==> src/rtl/avr_loader_pkg.sv <==
// Shared definitions for the AVR UART flash loader: frame header, frame
// byte offsets and FSM state encodings for the loader and the UART receiver.
// Optional feature macro: LOADER_VERIFY_EN (adds the flash readback states).
package avr_loader_pkg;

  // First byte of every frame; anything else is ignored while idle.
  localparam logic [7:0] HEADER_BYTE = 8'hA5;

  // Byte positions inside a frame: header, length high, length low, first data byte.
  localparam int OFS_HEADER = 0;
  localparam int OFS_LEN_H  = 1;
  localparam int OFS_LEN_L  = 2;
  localparam int OFS_DATA   = 3;

  // Loader FSM state encoding.
  typedef enum logic [3:0] {
    S_IDLE    = 4'd0,
    S_LEN_H   = 4'd1,
    S_LEN_L   = 4'd2,
    S_DATA_L  = 4'd3,
    S_DATA_H  = 4'd4,
    S_WRITE   = 4'd5,
`ifdef LOADER_VERIFY_EN
    S_VERIFY1 = 4'd6,
    S_VERIFY2 = 4'd7,
`endif
    S_CSUM    = 4'd8,
    S_DONE    = 4'd9,
    S_ERR     = 4'd10
  } ld_state_e;

  // UART receiver state encoding.
  typedef enum logic [1:0] {
    U_IDLE  = 2'd0,
    U_START = 2'd1,
    U_DATA  = 2'd2,
    U_STOP  = 2'd3
  } rx_state_e;

endpackage

==> src/rtl/uart_rx_byte.sv <==
// 8N1 UART byte receiver. Two-flop synchroniser, start bit confirmed at half
// a bit period, data and stop bits sampled mid-bit. Emits a one-cycle valid
// pulse with the byte, or a one-cycle frame_err pulse when the stop bit is 0.
module uart_rx_byte
  import avr_loader_pkg::*;
#(
  parameter int CLK_HZ = 50_000_000,
  parameter int BAUD   = 115200
) (
  input  logic       clk,
  input  logic       rst,
  input  logic       rx,
  output logic [7:0] data,
  output logic       valid,
  output logic       frame_err
);

  localparam int BIT_CYC  = CLK_HZ / BAUD;
  localparam int HALF_CYC = BIT_CYC / 2;
  localparam int TMR_W    = $clog2(BIT_CYC + 1);
  localparam logic [TMR_W-1:0] BIT_LAST  = TMR_W'(BIT_CYC - 1);
  localparam logic [TMR_W-1:0] HALF_LAST = TMR_W'(HALF_CYC - 1);

  logic             rx_meta_q, rx_sync_q;
  rx_state_e        state_q, state_d;
  logic [TMR_W-1:0] tmr_q, tmr_d;
  logic [2:0]       bit_q, bit_d;
  logic [7:0]       shift_q, shift_d;
  logic             valid_q, valid_d;
  logic             ferr_q, ferr_d;

  // Synchronise the asynchronous serial line; idle level is high.
  always_ff @(posedge clk) begin
    // NOTE: sequential state uses non-blocking assignments so every flop samples pre-edge values.
    if (rst) begin
      rx_meta_q <= 1'b1;
      rx_sync_q <= 1'b1;
    end else begin
      rx_meta_q <= rx;
      rx_sync_q <= rx_meta_q;
    end
  end

  // Receiver state and datapath registers.
  always_ff @(posedge clk) begin
    if (rst) begin
      state_q <= U_IDLE;
      tmr_q   <= '0;
      bit_q   <= '0;
      shift_q <= '0;
      valid_q <= 1'b0;
      ferr_q  <= 1'b0;
    end else begin
      state_q <= state_d;
      tmr_q   <= tmr_d;
      bit_q   <= bit_d;
      shift_q <= shift_d;
      valid_q <= valid_d;
      ferr_q  <= ferr_d;
    end
  end

  // Bit-timing state machine: find start, sample eight bits, check stop.
  always_comb begin
    // NOTE: every signal gets a default first, so no path can infer a latch.
    state_d = state_q;
    tmr_d   = tmr_q;
    bit_d   = bit_q;
    shift_d = shift_q;
    valid_d = 1'b0;
    ferr_d  = 1'b0;
    unique case (state_q)
      U_IDLE: begin
        tmr_d = '0;
        if (!rx_sync_q) state_d = U_START;
      end
      U_START: begin
        if (tmr_q == HALF_LAST) begin
          tmr_d   = '0;
          bit_d   = '0;
          // A line that is high again at mid start bit was a glitch.
          state_d = rx_sync_q ? U_IDLE : U_DATA;
        end else begin
          tmr_d = tmr_q + 1'b1;
        end
      end
      U_DATA: begin
        if (tmr_q == BIT_LAST) begin
          tmr_d   = '0;
          shift_d = {rx_sync_q, shift_q[7:1]};
          bit_d   = bit_q + 3'd1;
          if (bit_q == 3'd7) state_d = U_STOP;
        end else begin
          tmr_d = tmr_q + 1'b1;
        end
      end
      U_STOP: begin
        if (tmr_q == BIT_LAST) begin
          tmr_d   = '0;
          valid_d = rx_sync_q;
          ferr_d  = !rx_sync_q;
          state_d = U_IDLE;
        end else begin
          tmr_d = tmr_q + 1'b1;
        end
      end
      default: state_d = U_IDLE;
    endcase
  end

  assign data      = shift_q;
  assign valid     = valid_q;
  assign frame_err = ferr_q;

endmodule

==> src/rtl/avr_flash_loader.sv <==
// UART bootloader for the AVR core. Receives A5 | LEN_H | LEN_L | words | CSUM,
// writes word i to FLASH address i, holds the core for the whole load and
// releases it only after the checksum passes. Any fault leaves the core held.
// Optional feature macro: LOADER_VERIFY_EN (read back and compare each word).
module avr_flash_loader
  import avr_loader_pkg::*;
#(
  parameter int CLK_HZ      = 50_000_000,
  parameter int BAUD        = 115200,
  parameter int ADDR_W      = 14,
  parameter int TIMEOUT_CYC = 5_000_000
) (
  input  logic              clk,
  input  logic              rst,
  input  logic              uart_rx,
  output logic [ADDR_W-1:0] flash_addr,
  output logic [15:0]       flash_wdata,
  output logic              flash_wren,
  input  logic [15:0]       flash_rdata,
  output logic              core_hold,
  output logic              busy,
  output logic              done,
  output logic              error
);

  // One extra counter bit so a full-size image (LEN = 2**ADDR_W) does not wrap.
  localparam int CNT_W = ADDR_W + 1;
  localparam logic [31:0] MAX_LEN = 32'd1 << ADDR_W;
  localparam int TMO_W = $clog2(TIMEOUT_CYC + 1);
  localparam logic [TMO_W-1:0] TMO_LAST = TMO_W'(TIMEOUT_CYC - 1);

  logic [7:0] rx_data;
  logic       rx_valid;
  logic       rx_frame_err;

  ld_state_e        state_q, state_d;
  logic [CNT_W-1:0] cnt_q, cnt_d, cnt_inc;
  logic [15:0]      len_q, len_d, new_len;
  logic [7:0]       sum_q, sum_d, sum_nxt;
  logic [7:0]       lo_q, lo_d;
  logic [15:0]      word_q, word_d;
  logic [TMO_W-1:0] tmo_q, tmo_d;
  logic             hold_q, hold_d;
  logic             err_q, err_d;
  logic             busy_st;
  logic             go_err;
  logic             header;

  uart_rx_byte #(
    .CLK_HZ (CLK_HZ),
    .BAUD   (BAUD)
  ) u_rx (
    .clk       (clk),
    .rst       (rst),
    .rx        (uart_rx),
    .data      (rx_data),
    .valid     (rx_valid),
    .frame_err (rx_frame_err)
  );

`ifndef LOADER_VERIFY_EN
  // Readback data only matters when verification is built in.
  logic rdata_unused;
  assign rdata_unused = ^flash_rdata;
`endif

  assign cnt_inc = cnt_q + 1'b1;
  assign new_len = {len_q[15:8], rx_data};
  assign sum_nxt = sum_q + rx_data;

  // A frame is in progress from the accepted header until DONE or ERR.
  always_comb begin
    busy_st = 1'b0;
    case (state_q)
      S_LEN_H, S_LEN_L, S_DATA_L, S_DATA_H, S_WRITE,
`ifdef LOADER_VERIFY_EN
      S_VERIFY1, S_VERIFY2,
`endif
      S_CSUM:  busy_st = 1'b1;
      default: busy_st = 1'b0;
    endcase
  end

  // Loader state, counters and sticky flags.
  always_ff @(posedge clk) begin
    if (rst) begin
      state_q <= S_IDLE;
      cnt_q   <= '0;
      len_q   <= '0;
      sum_q   <= '0;
      lo_q    <= '0;
      word_q  <= '0;
      tmo_q   <= '0;
      hold_q  <= 1'b0;
      err_q   <= 1'b0;
    end else begin
      state_q <= state_d;
      cnt_q   <= cnt_d;
      len_q   <= len_d;
      sum_q   <= sum_d;
      lo_q    <= lo_d;
      word_q  <= word_d;
      tmo_q   <= tmo_d;
      hold_q  <= hold_d;
      err_q   <= err_d;
    end
  end

  // Frame parser: next state, checksum, word counter and inter-byte timeout.
  always_comb begin
    state_d = state_q;
    cnt_d   = cnt_q;
    len_d   = len_q;
    sum_d   = sum_q;
    lo_d    = lo_q;
    word_d  = word_q;
    tmo_d   = tmo_q;
    hold_d  = hold_q;
    err_d   = err_q;
    go_err  = 1'b0;
    header  = 1'b0;

    case (state_q)
      S_IDLE, S_ERR: begin
        if (rx_valid && rx_data == HEADER_BYTE) header = 1'b1;
      end
      S_LEN_H: begin
        if (rx_valid) begin
          len_d[15:8] = rx_data;
          state_d     = S_LEN_L;
        end
      end
      S_LEN_L: begin
        if (rx_valid) begin
          len_d = new_len;
          if (new_len == 16'd0)             state_d = S_CSUM;
          else if (32'(new_len) > MAX_LEN)  go_err  = 1'b1;
          else                              state_d = S_DATA_L;
        end
      end
      S_DATA_L: begin
        if (rx_valid) begin
          lo_d    = rx_data;
          state_d = S_DATA_H;
        end
      end
      S_DATA_H: begin
        if (rx_valid) begin
          word_d  = {rx_data, lo_q};
          state_d = S_WRITE;
        end
      end
      S_WRITE: begin
`ifdef LOADER_VERIFY_EN
        // Address is held through the readback, so the counter advances later.
        state_d = S_VERIFY1;
`else
        cnt_d   = cnt_inc;
        state_d = (32'(cnt_inc) == 32'(len_q)) ? S_CSUM : S_DATA_L;
`endif
      end
`ifdef LOADER_VERIFY_EN
      S_VERIFY1: state_d = S_VERIFY2;
      S_VERIFY2: begin
        if (flash_rdata != word_q) begin
          go_err = 1'b1;
        end else begin
          cnt_d   = cnt_inc;
          state_d = (32'(cnt_inc) == 32'(len_q)) ? S_CSUM : S_DATA_L;
        end
      end
`endif
      S_CSUM: begin
        if (rx_valid) begin
          if (sum_nxt == 8'h00) begin
            state_d = S_DONE;
            hold_d  = 1'b0;
          end else begin
            go_err = 1'b1;
          end
        end
      end
      S_DONE:  state_d = S_IDLE;
      default: state_d = S_IDLE;
    endcase

    // Every byte after the header feeds the checksum, CSUM included.
    if (busy_st && rx_valid) sum_d = sum_nxt;

    // Framing errors and stalls abort a frame; idle gaps between frames are free.
    if (busy_st) begin
      if (rx_frame_err)          go_err = 1'b1;
      else if (rx_valid)         tmo_d  = '0;
      else if (tmo_q == TMO_LAST) go_err = 1'b1;
      else                       tmo_d  = tmo_q + 1'b1;
    end else begin
      tmo_d = '0;
    end

    // Core stays held on error so a partial image never runs.
    if (go_err) begin
      state_d = S_ERR;
      err_d   = 1'b1;
    end

    if (header) begin
      state_d = S_LEN_H;
      hold_d  = 1'b1;
      err_d   = 1'b0;
      cnt_d   = '0;
      sum_d   = '0;
      len_d   = '0;
      tmo_d   = '0;
    end
  end

  assign flash_addr  = cnt_q[ADDR_W-1:0];
  assign flash_wdata = word_q;
  assign flash_wren  = (state_q == S_WRITE);
  assign done        = (state_q == S_DONE);
  assign busy        = busy_st;
  assign core_hold   = hold_q;
  assign error       = err_q;

endmodule
==> config.mk <==
export PLATFORM = sky130hd
export DESIGN_NAME = avr_flash_loader
export DESIGN_NICKNAME = d
export VERILOG_FILES = /design/src/rtl/avr_loader_pkg.sv /design/src/rtl/uart_rx_byte.sv /design/src/rtl/avr_flash_loader.sv
export SDC_FILE = /design/constraint.sdc
export NUM_CORES = 1
export LEC_CHECK = 0
export ABC_AREA = 1
export CELL_PAD_IN_SITES_DETAIL_PLACEMENT = 0
export CELL_PAD_IN_SITES_GLOBAL_PLACEMENT = 1
export CORE_MARGIN = 2
export CORE_UTILIZATION = 40
export CTS_CLUSTER_SIZE = 30
export DETAILED_ROUTE_END_ITERATION = 10
export MAX_ROUTING_LAYER = met4
export PLACE_DENSITY_LB_ADDON = 0.1
export REMOVE_ABC_BUFFERS = 1
export SYNTH_ARGS = -nofsm -noshare
export SYNTH_HDL_FRONTEND = slang
export SYNTH_SLANG_ARGS = --single-unit
==> constraint.sdc <==
create_clock -name clk -period 3.6 [get_ports clk]
set_input_delay 0.72 -clock clk [delete_from_list [all_inputs] [get_ports clk]]
set_output_delay 0.72 -clock clk [all_outputs]
set_load 0.03 [all_outputs]
# ---- Word-level counts from Yosys, hierarchy flattened
# Index checks and enable logic that the tools add are counted.
dict set report totals {
  reg_bits 118
  input_bits 19
  out_inout_bits 35
}
dict set report classes {
  addsub 5
  order_cmp 1
  n_eq_ne 46
  n_mux 46
  n_bitwise 6
  reduce_logical 30
}
# operator n
set ops {}
lappend ops {{two-way mux 23 bit} 2}
lappend ops {{two-way mux 4 bit} 10}
lappend ops {{one-hot mux 4 bit (7 select lines)} 1}
lappend ops {{one-hot mux 9 bit (3 select lines)} 1}
lappend ops {{AND reduction 8 bit} 3}
lappend ops {{adder 23 x 1 -> 23 bit, second input constant} 1}
lappend ops {{equality test 23 bit, second input constant} 1}
lappend ops {{!= test 2 x 1 -> 1 bit, second input constant} 10}
lappend ops {{!= test 4 x 3 -> 1 bit, second input constant} 5}
lappend ops {{two-way mux 9 bit} 2}
lappend ops {{two-way mux 1 bit} 17}
lappend ops {{equality test 15 x 16 -> 1 bit} 1}
lappend ops {{> comparator 16 x 15 -> 1 bit, second input constant} 1}
lappend ops {{zero test 16 bit} 1}
lappend ops {{one-hot mux 8 bit (2 select lines)} 1}
lappend ops {{adder 15 x 1 -> 15 bit, second input constant} 1}
lappend ops {{!= test 3 x 2 -> 1 bit, second input constant} 5}
lappend ops {{equality test 4 bit, second input constant} 3}
lappend ops {{two-way mux 2 bit} 6}
lappend ops {{AND reduction 2 bit} 5}
lappend ops {{adder 9 x 1 -> 9 bit, second input constant} 1}
lappend ops {{equality test 9 x 8 -> 1 bit, second input constant} 1}
lappend ops {{equality test 9 bit, second input constant} 1}
lappend ops {{!= test 3 bit, second input constant} 3}
lappend ops {{29 further kinds} 51}

# ---- Depth between registers and ports, before layout
dict set report logic_depth {
  word_depth 11
  depth_mapped 19
  ltp_nobuf 18
}

# ---- Modules after synthesis
# From an unflattened synthesis, not the netlist that was laid out.
dict set report hier_totals {
  hier_cells 943
  hier_area_um2 6412.4
}
# module instances cells_per_inst area_each_um2
set modules_own_cells {}
lappend modules_own_cells {avr_flash_loader 1 794 5252.5}
lappend modules_own_cells {uart_rx_byte 1 149 1159.9}

# ---- Worst setup path after synthesis
# Ideal clock, no wire load.
dict set report synth_path {
  kind {register to register}
  startpoint {register u_rx.shift_q[0], in the netlist u_rx.data[0]}
  endpoint {register state_q[0]}
  setup_ns 0.056
  arrival_ns 2.119
  path_slack_ns 1.425
  path_stages_with_launch 15
  cell_sequence {dfxtp_1 -> ha_1 -> fa_1 -> or2_2 -> nor2_1 -> nand3_1 -> nor2_1 -> nand3_1 -> nand2_1 -> nand3_1 -> nor2_1 -> nand2_1 -> nand3_1 -> nand2_1 -> inv_1}
}
dict set report synth_via {
  elab_chain_len 11
  elab_cells_between_ends 32
}
# item line_no
set synth_lines {}
lappend synth_lines {{start: declaration} uart_rx_byte.sv:28} ;# logic [7:0] shift_q, shift_d;
lappend synth_lines {{start signal: assignment} uart_rx_byte.sv:57} ;# shift_q <= shift_d;
lappend synth_lines {{adder 8 bit (*)} avr_flash_loader.sv:69} ;# assign sum_nxt = sum_q + rx_data;
lappend synth_lines {{via sum_nxt[1]} avr_flash_loader.sv:39} ;# logic [7:0] sum_q, sum_d, sum_nxt;
lappend synth_lines {{zero test 8 bit (*)} avr_flash_loader.sv:175} ;# if (sum_nxt == 8'h00) begin
lappend synth_lines {{two-way mux 1 bit} avr_flash_loader.sv:175}
lappend synth_lines {{two-way mux 1 bit} avr_flash_loader.sv:174} ;# if (rx_valid) begin
lappend synth_lines {{one-hot mux 1 bit (2 select lines)} avr_flash_loader.sv:123} ;# case (state_q)
lappend synth_lines {{two-way mux 1 bit} avr_flash_loader.sv:194} ;# else if (tmo_q == TMO_LAST) go_err = 1'b1;
lappend synth_lines {{two-way mux 1 bit} avr_flash_loader.sv:193} ;# else if (rx_valid) tmo_d = '0;
lappend synth_lines {{two-way mux 1 bit} avr_flash_loader.sv:192} ;# if (rx_frame_err) go_err = 1'b1;
lappend synth_lines {{two-way mux 1 bit} avr_flash_loader.sv:191} ;# if (busy_st) begin
lappend synth_lines {{!= test 5 bit (no line), or another cell as far along} --}
lappend synth_lines {{AND reduction 8 bit (no line) / two-way mux 1 bit (equally long branches)} --}
lappend synth_lines {{end signal: assignment} avr_flash_loader.sv:97} ;# state_q <= state_d;
lappend synth_lines {{end: declaration} avr_flash_loader.sv:36} ;# ld_state_e state_q, state_d;
# Mark *: on every way through the listed nets, which the timed path passes. The rest lies on a longest branch. The select of a mux whose other input is x is not followed.
# A chain may end at the register's enable or synchronous reset.

# ---- Worst setup path after layout
dict set report layout_path {
  startpoint {register state_q[2]}
  endpoint {output port busy}
}
dict set report layout_via {
  elab_chain_len 3
  elab_cells_between_ends 8
}
# item line_no
set layout_lines {}
lappend layout_lines {{equality test 4 x 1 -> 1 bit, or another cell as far along} avr_flash_loader.sv:74} ;# case (state_q)
lappend layout_lines {{OR reduction 6 bit (*)} avr_flash_loader.sv:74}
lappend layout_lines {{two-way mux 1 bit (*)} avr_flash_loader.sv:74}
lappend layout_lines {{end: declaration} avr_flash_loader.sv:21} ;# output logic busy,
# Mark *: on every way between the ends. The rest lies on a longest branch, timed or not.

==> results.md <==
Run status:
- The flow ran to the end, and the final reports show no timing, DRC or antenna violations.

STA:
- Setup repair after global routing left no endpoint under its margin.
- The worst slew margin relative to its limit is 41.7%.
- The achievable clock frequency is 325 MHz.
- Subtracting the final worst setup slack from the clock period gives 3070 ps.
- The final count of negative-setup-slack endpoints is 0.
- The setup slack after layout is 528 ps.
- After layout, the worst path uses 85.3% of the clock period.
- The final-layout setup total negative slack is 0 ps.
- The actual slew at the worst max-slew pin is between 800 and 900 ps.
- The number of hold violations in the final report is 0.
- The final-report max-slew violation count is 0.
- The worst clock skew on the final layout is 7.38 ps.

Placement:
- The number of port buffers is 37.
- After detailed placement, the total cell area comes to between 6000 and 7000 sq um.
- The worst setup slack before clock tree synthesis is approximately 950 ps.
- The sum of net half-perimeters after detailed placement is 11.9 mm.
- Once placement completed, the tool counted placed cells totaling 1159.
- At the end of routability-driven placement, the weighted congestion stood at roughly 0.88.

Clock tree:
- The count of hold buffers inserted by post-cts repair is 0.
- The number of sinks driven by the clock tree is 118.
- The clock latency at the later pin of the worst-skew pair is 420 ps.
- The H-tree level count is 4.
- The number of clock buffers inserted by TritonCTS is 17.
- The maximum clock path buffer count is 2.
- The library cell used as clock root buffer is sky130_fd_sc_hd__clkbuf_16.
- Post-CTS timing repair inserted 0 buffers for setup.
- TritonCTS built the clock tree.
- The quantity of gates resized following cts is 0.
- After clock tree synthesis, the clock-pin slew on the worst setup and hold paths is around 60 ps.

Die:
- The number of core rows is 46.
- The die extent in x is 130 um.
- The die height is 130 um.
- The boundary pin count is 54.
- The region available for standard cell placement spans between 15000 and 20000 sq um.
- The initial utilization of the core area, before any placement, comes to between 40% and 50%.
- The floorplan step defined a die boundary enclosing 17000 sq um.

Synthesis:
- Yosys attributes the largest share of cell area to sky130_fd_sc_hd__dfxtp_1 37%, sky130_fd_sc_hd__nand2_1 14%, sky130_fd_sc_hd__a21oi_1 7.5%.
- For this run, asynchronously set or reset flops after synthesis account for 0%.
- Summed over all instances, the cell type with the most area after synthesis is sky130_fd_sc_hd__dfxtp_1.
- The total of warnings raised by yosys is 0.
- Summing every instance area after synthesis gives 6390 sq um.
- The netlist uses 39 different library cells.
- The number of enable flip-flop cells after synthesis is 0.
- The share of the synthesized area in the top cell type is 37.0%.
- A synthesized cell averages between 6 and 7 sq um.
- The number of cells produced by synthesis is 938.
- In this run, synthesis produced a sequential element count of 118.
- For this run, the register share of the synthesized area comes to 37.0%.
- Among all flip-flop cells after synthesis, the most frequent one is sky130_fd_sc_hd__dfxtp_1.

Drt:
- The starting DRC count in detailed routing is between 300 and 400.
- The wire length per cell is 13.6 um.
- The number of optimization iterations in the first detailed-route pass is 7.
- The count of nets left with antenna violations after detail routing is 0.
- The number of DRC violations after detailed routing is 0.
- The total wirelength of the detailed-routed design is 16.2 mm.
- Summing over every cut layer, the via total after detailed routing is roughly 6000.
- Dividing the detail-routed via count by the number of cells gives ~5.

Power:
- Across the VDD grid, the largest voltage drop is 321 uV.
- Power spread over the standard cell area amounts to 396 nW/um^2.
- For this design the static power due to leakage is roughly 0.0027 uW.

Min path:
- The number of cells on the worst hold path is 1.
- The worst hold path begins at u_rx.rx_meta_q.
- The path class of the lowest-slack min-delay path is reg2reg.
- The worst min-delay path endpoint is u_rx.rx_sync_q.

Global routing:
- The overall overflow remaining after global route is 0.
- The overall track demand over capacity in global routing is about a fifth.
- The initial antenna violation count is 0.
- The largest net degree at the start of global routing is 37.
- The first-pass GRT wire length is ~27 mm.
- The via count of the first global-routing pass came to 5432.

Worst setup path:
- The family with the most delay on the worst path is buffers and inverters.
- Of all nets on the critical path, the largest fanout is 6.
- The origin of the critical flop-to-flop path is u_rx.data[1].
- The register-to-register path setup slack is 1060 ps.
- At the worst endpoint, the required time is 2880 ps.
- Counting both buffers and inverters, the worst setup path holds a total of 3.
- Measured in cells, the most critical reg-to-reg path has a length of 13.
- The critical path is of the reg2out type.
- For this design, the slowest cell found on the critical path is sky130_fd_sc_hd__clkdlybuf4s50_1.
- STA classifies the critical path endpoint as an output port.
- The data arrival time of the worst path is 2350 ps.
- Walking the worst path, the cells encountered are inv_1 -> nand2_1 -> nor2_2 -> nor2_1 -> o21ai_1 -> nor2_1 -> inv_1 -> clkdlybuf4s50_1.
- In this run the critical register-to-register path is captured at state_q[0].
- The type of origin of the critical path is a flop.
- On the worst path, the slowest cell contributes a delay of 710 ps.
- The critical path runs through a total of 8 cells.

Layout:
- The count of placed standard cells in the final layout, fillers left out is about 1200.
- The number of diodes added for antenna fixing is 0.
- Leaving out fill and tap cells, the most frequent cells in the layout are 236 x sky130_fd_sc_hd__nand2_1, 118 x sky130_fd_sc_hd__dfxtp_1, 96 x sky130_fd_sc_hd__a21oi_1.
- The area growth from synthesis to final layout is 16.4%.
- In the final layout, the share of cells above drive strength 1 is 8.10%.
- The net count of the finished layout is 1001.
- Leaving out fill and tap cells, the most frequent cell in the layout is sky130_fd_sc_hd__nand2_1.
- The finished cells cover 7430 sq um.

Job:
- Across the run, the number of max-cap violations was 0.
==> routing by layer <==
metal  global-route usage (%)  share of wire [%]  vias up
met5                        -                  0        -
met4                     5.69                1.5        0
met3                     4.31                4.3       20
met2                     30.9                 43      101
met1                     28.7                 51     2709
li1                         -                  -     3109
==> worst reg2reg max path, stage by stage, from the launching register on <==
cell and delay (ps):
sky130_fd_sc_hd__dfxtp_1 610, sky130_fd_sc_hd__fa_1 490, sky130_fd_sc_hd__or2_2 280, sky130_fd_sc_hd__nor2_1 120
sky130_fd_sc_hd__nand3_1 100, sky130_fd_sc_hd__nor2_1 150, sky130_fd_sc_hd__nand3_1 140, sky130_fd_sc_hd__nand2_1 140
sky130_fd_sc_hd__nand3_1 120, sky130_fd_sc_hd__nor2_1 120, sky130_fd_sc_hd__nand2_1 60, sky130_fd_sc_hd__nand3_1 60
sky130_fd_sc_hd__nand2_1 50, sky130_fd_sc_hd__inv_1 40
==> cell type report <==
class | count | area (sq um)
fill | 1660 | 8340
multi-input combinational | 679 | 3430
sequential | 118 | 2360
timing repair buffer | 49 | 460
clock buffer | 20 | 437
inverter | 97 | 364
tap | 216 | 270
clock inverter | 12 | 108
==> synthesized netlist by cell type, types with 2 or more instances <==
cell type                    n
sky130_fd_sc_hd__nor2_1     87
sky130_fd_sc_hd__inv_1      85
sky130_fd_sc_hd__o21bai_1    2
sky130_fd_sc_hd__buf_2       5
sky130_fd_sc_hd__clkbuf_2    2
sky130_fd_sc_hd__clkbuf_1   17
sky130_fd_sc_hd__nor3_1     26
sky130_fd_sc_hd__a21oi_1    96
sky130_fd_sc_hd__nor2_4      3
sky130_fd_sc_hd__nor2_2      8
sky130_fd_sc_hd__nand3_1    73
sky130_fd_sc_hd__ha_1       19
sky130_fd_sc_hd__inv_2      10
sky130_fd_sc_hd__dfxtp_1   118
sky130_fd_sc_hd__buf_1       4
sky130_fd_sc_hd__o21ai_0    33
sky130_fd_sc_hd__o21ai_1     2
sky130_fd_sc_hd__nand2_2     6
sky130_fd_sc_hd__nand3b_1    6
sky130_fd_sc_hd__or2_2       5
sky130_fd_sc_hd__nand2_1   236
sky130_fd_sc_hd__clkinv_1    2
sky130_fd_sc_hd__nand4_1    25
sky130_fd_sc_hd__xor2_1     15
sky130_fd_sc_hd__a31oi_1     5
sky130_fd_sc_hd__a211oi_1    5
sky130_fd_sc_hd__buf_4      16
sky130_fd_sc_hd__nor4_1      6
sky130_fd_sc_hd__xnor2_1    11
==> flip-flops by register name (all words and copies together), names as in the netlist, named ones only <==
name / count
tmo_q: 23
flash_wdata: 16
len_q: 16
cnt_q: 15
u_rx.tmr_q: 9
lo_q: 8
sum_q: 8
u_rx.data: 8
state_q: 4
u_rx.bit_q: 3
core_hold: 1
error: 1
u_rx.frame_err: 1
u_rx.rx_meta_q: 1
u_rx.rx_sync_q: 1
u_rx.state_q: 1
u_rx.valid: 1
==> where the power goes <==
part	internal (uW)	switching [uW]
combinational	17.4	39.9
sequential	1310	5.29
clock	945	622
total	2270	667
==> metrics by stage <==
step / hold WS, ps / utilization, % / power, uW
after CTS: 422 / 47.1 / 2980
after detailed placement: 404 / 43.7 / 1400
after floorplan: 389 / - / 1380
final: 421 / 47.1 / 2940
after global placement: 403 / 43.7 / 1400
after global routing: 434 / 47.1 / 3040
==> worst max-delay path by stage <==
stage	to	slack, ps	start
4_1_cts	busy	490	state_q[2]
6_report	busy	530	state_q[2]
2_1_floorplan	busy	870	state_q[1]
5_1_grt	busy	330	state_q[3]
3_3_place_gp	busy	960	state_q[2]
3_5_place_dp	busy	950	state_q[2]
==> cell families after synthesis <==
logic type	share of synthesized area (%)
AOI/OAI and AO/OA	12.2
xor gates and xnor gates	3.92
adders and majority gates	4.04
buffers and inverters	9.37
DFF	37.0
and+or+nand+nor	33.5
No activity file was read; power rests on OpenSTA's default activity.
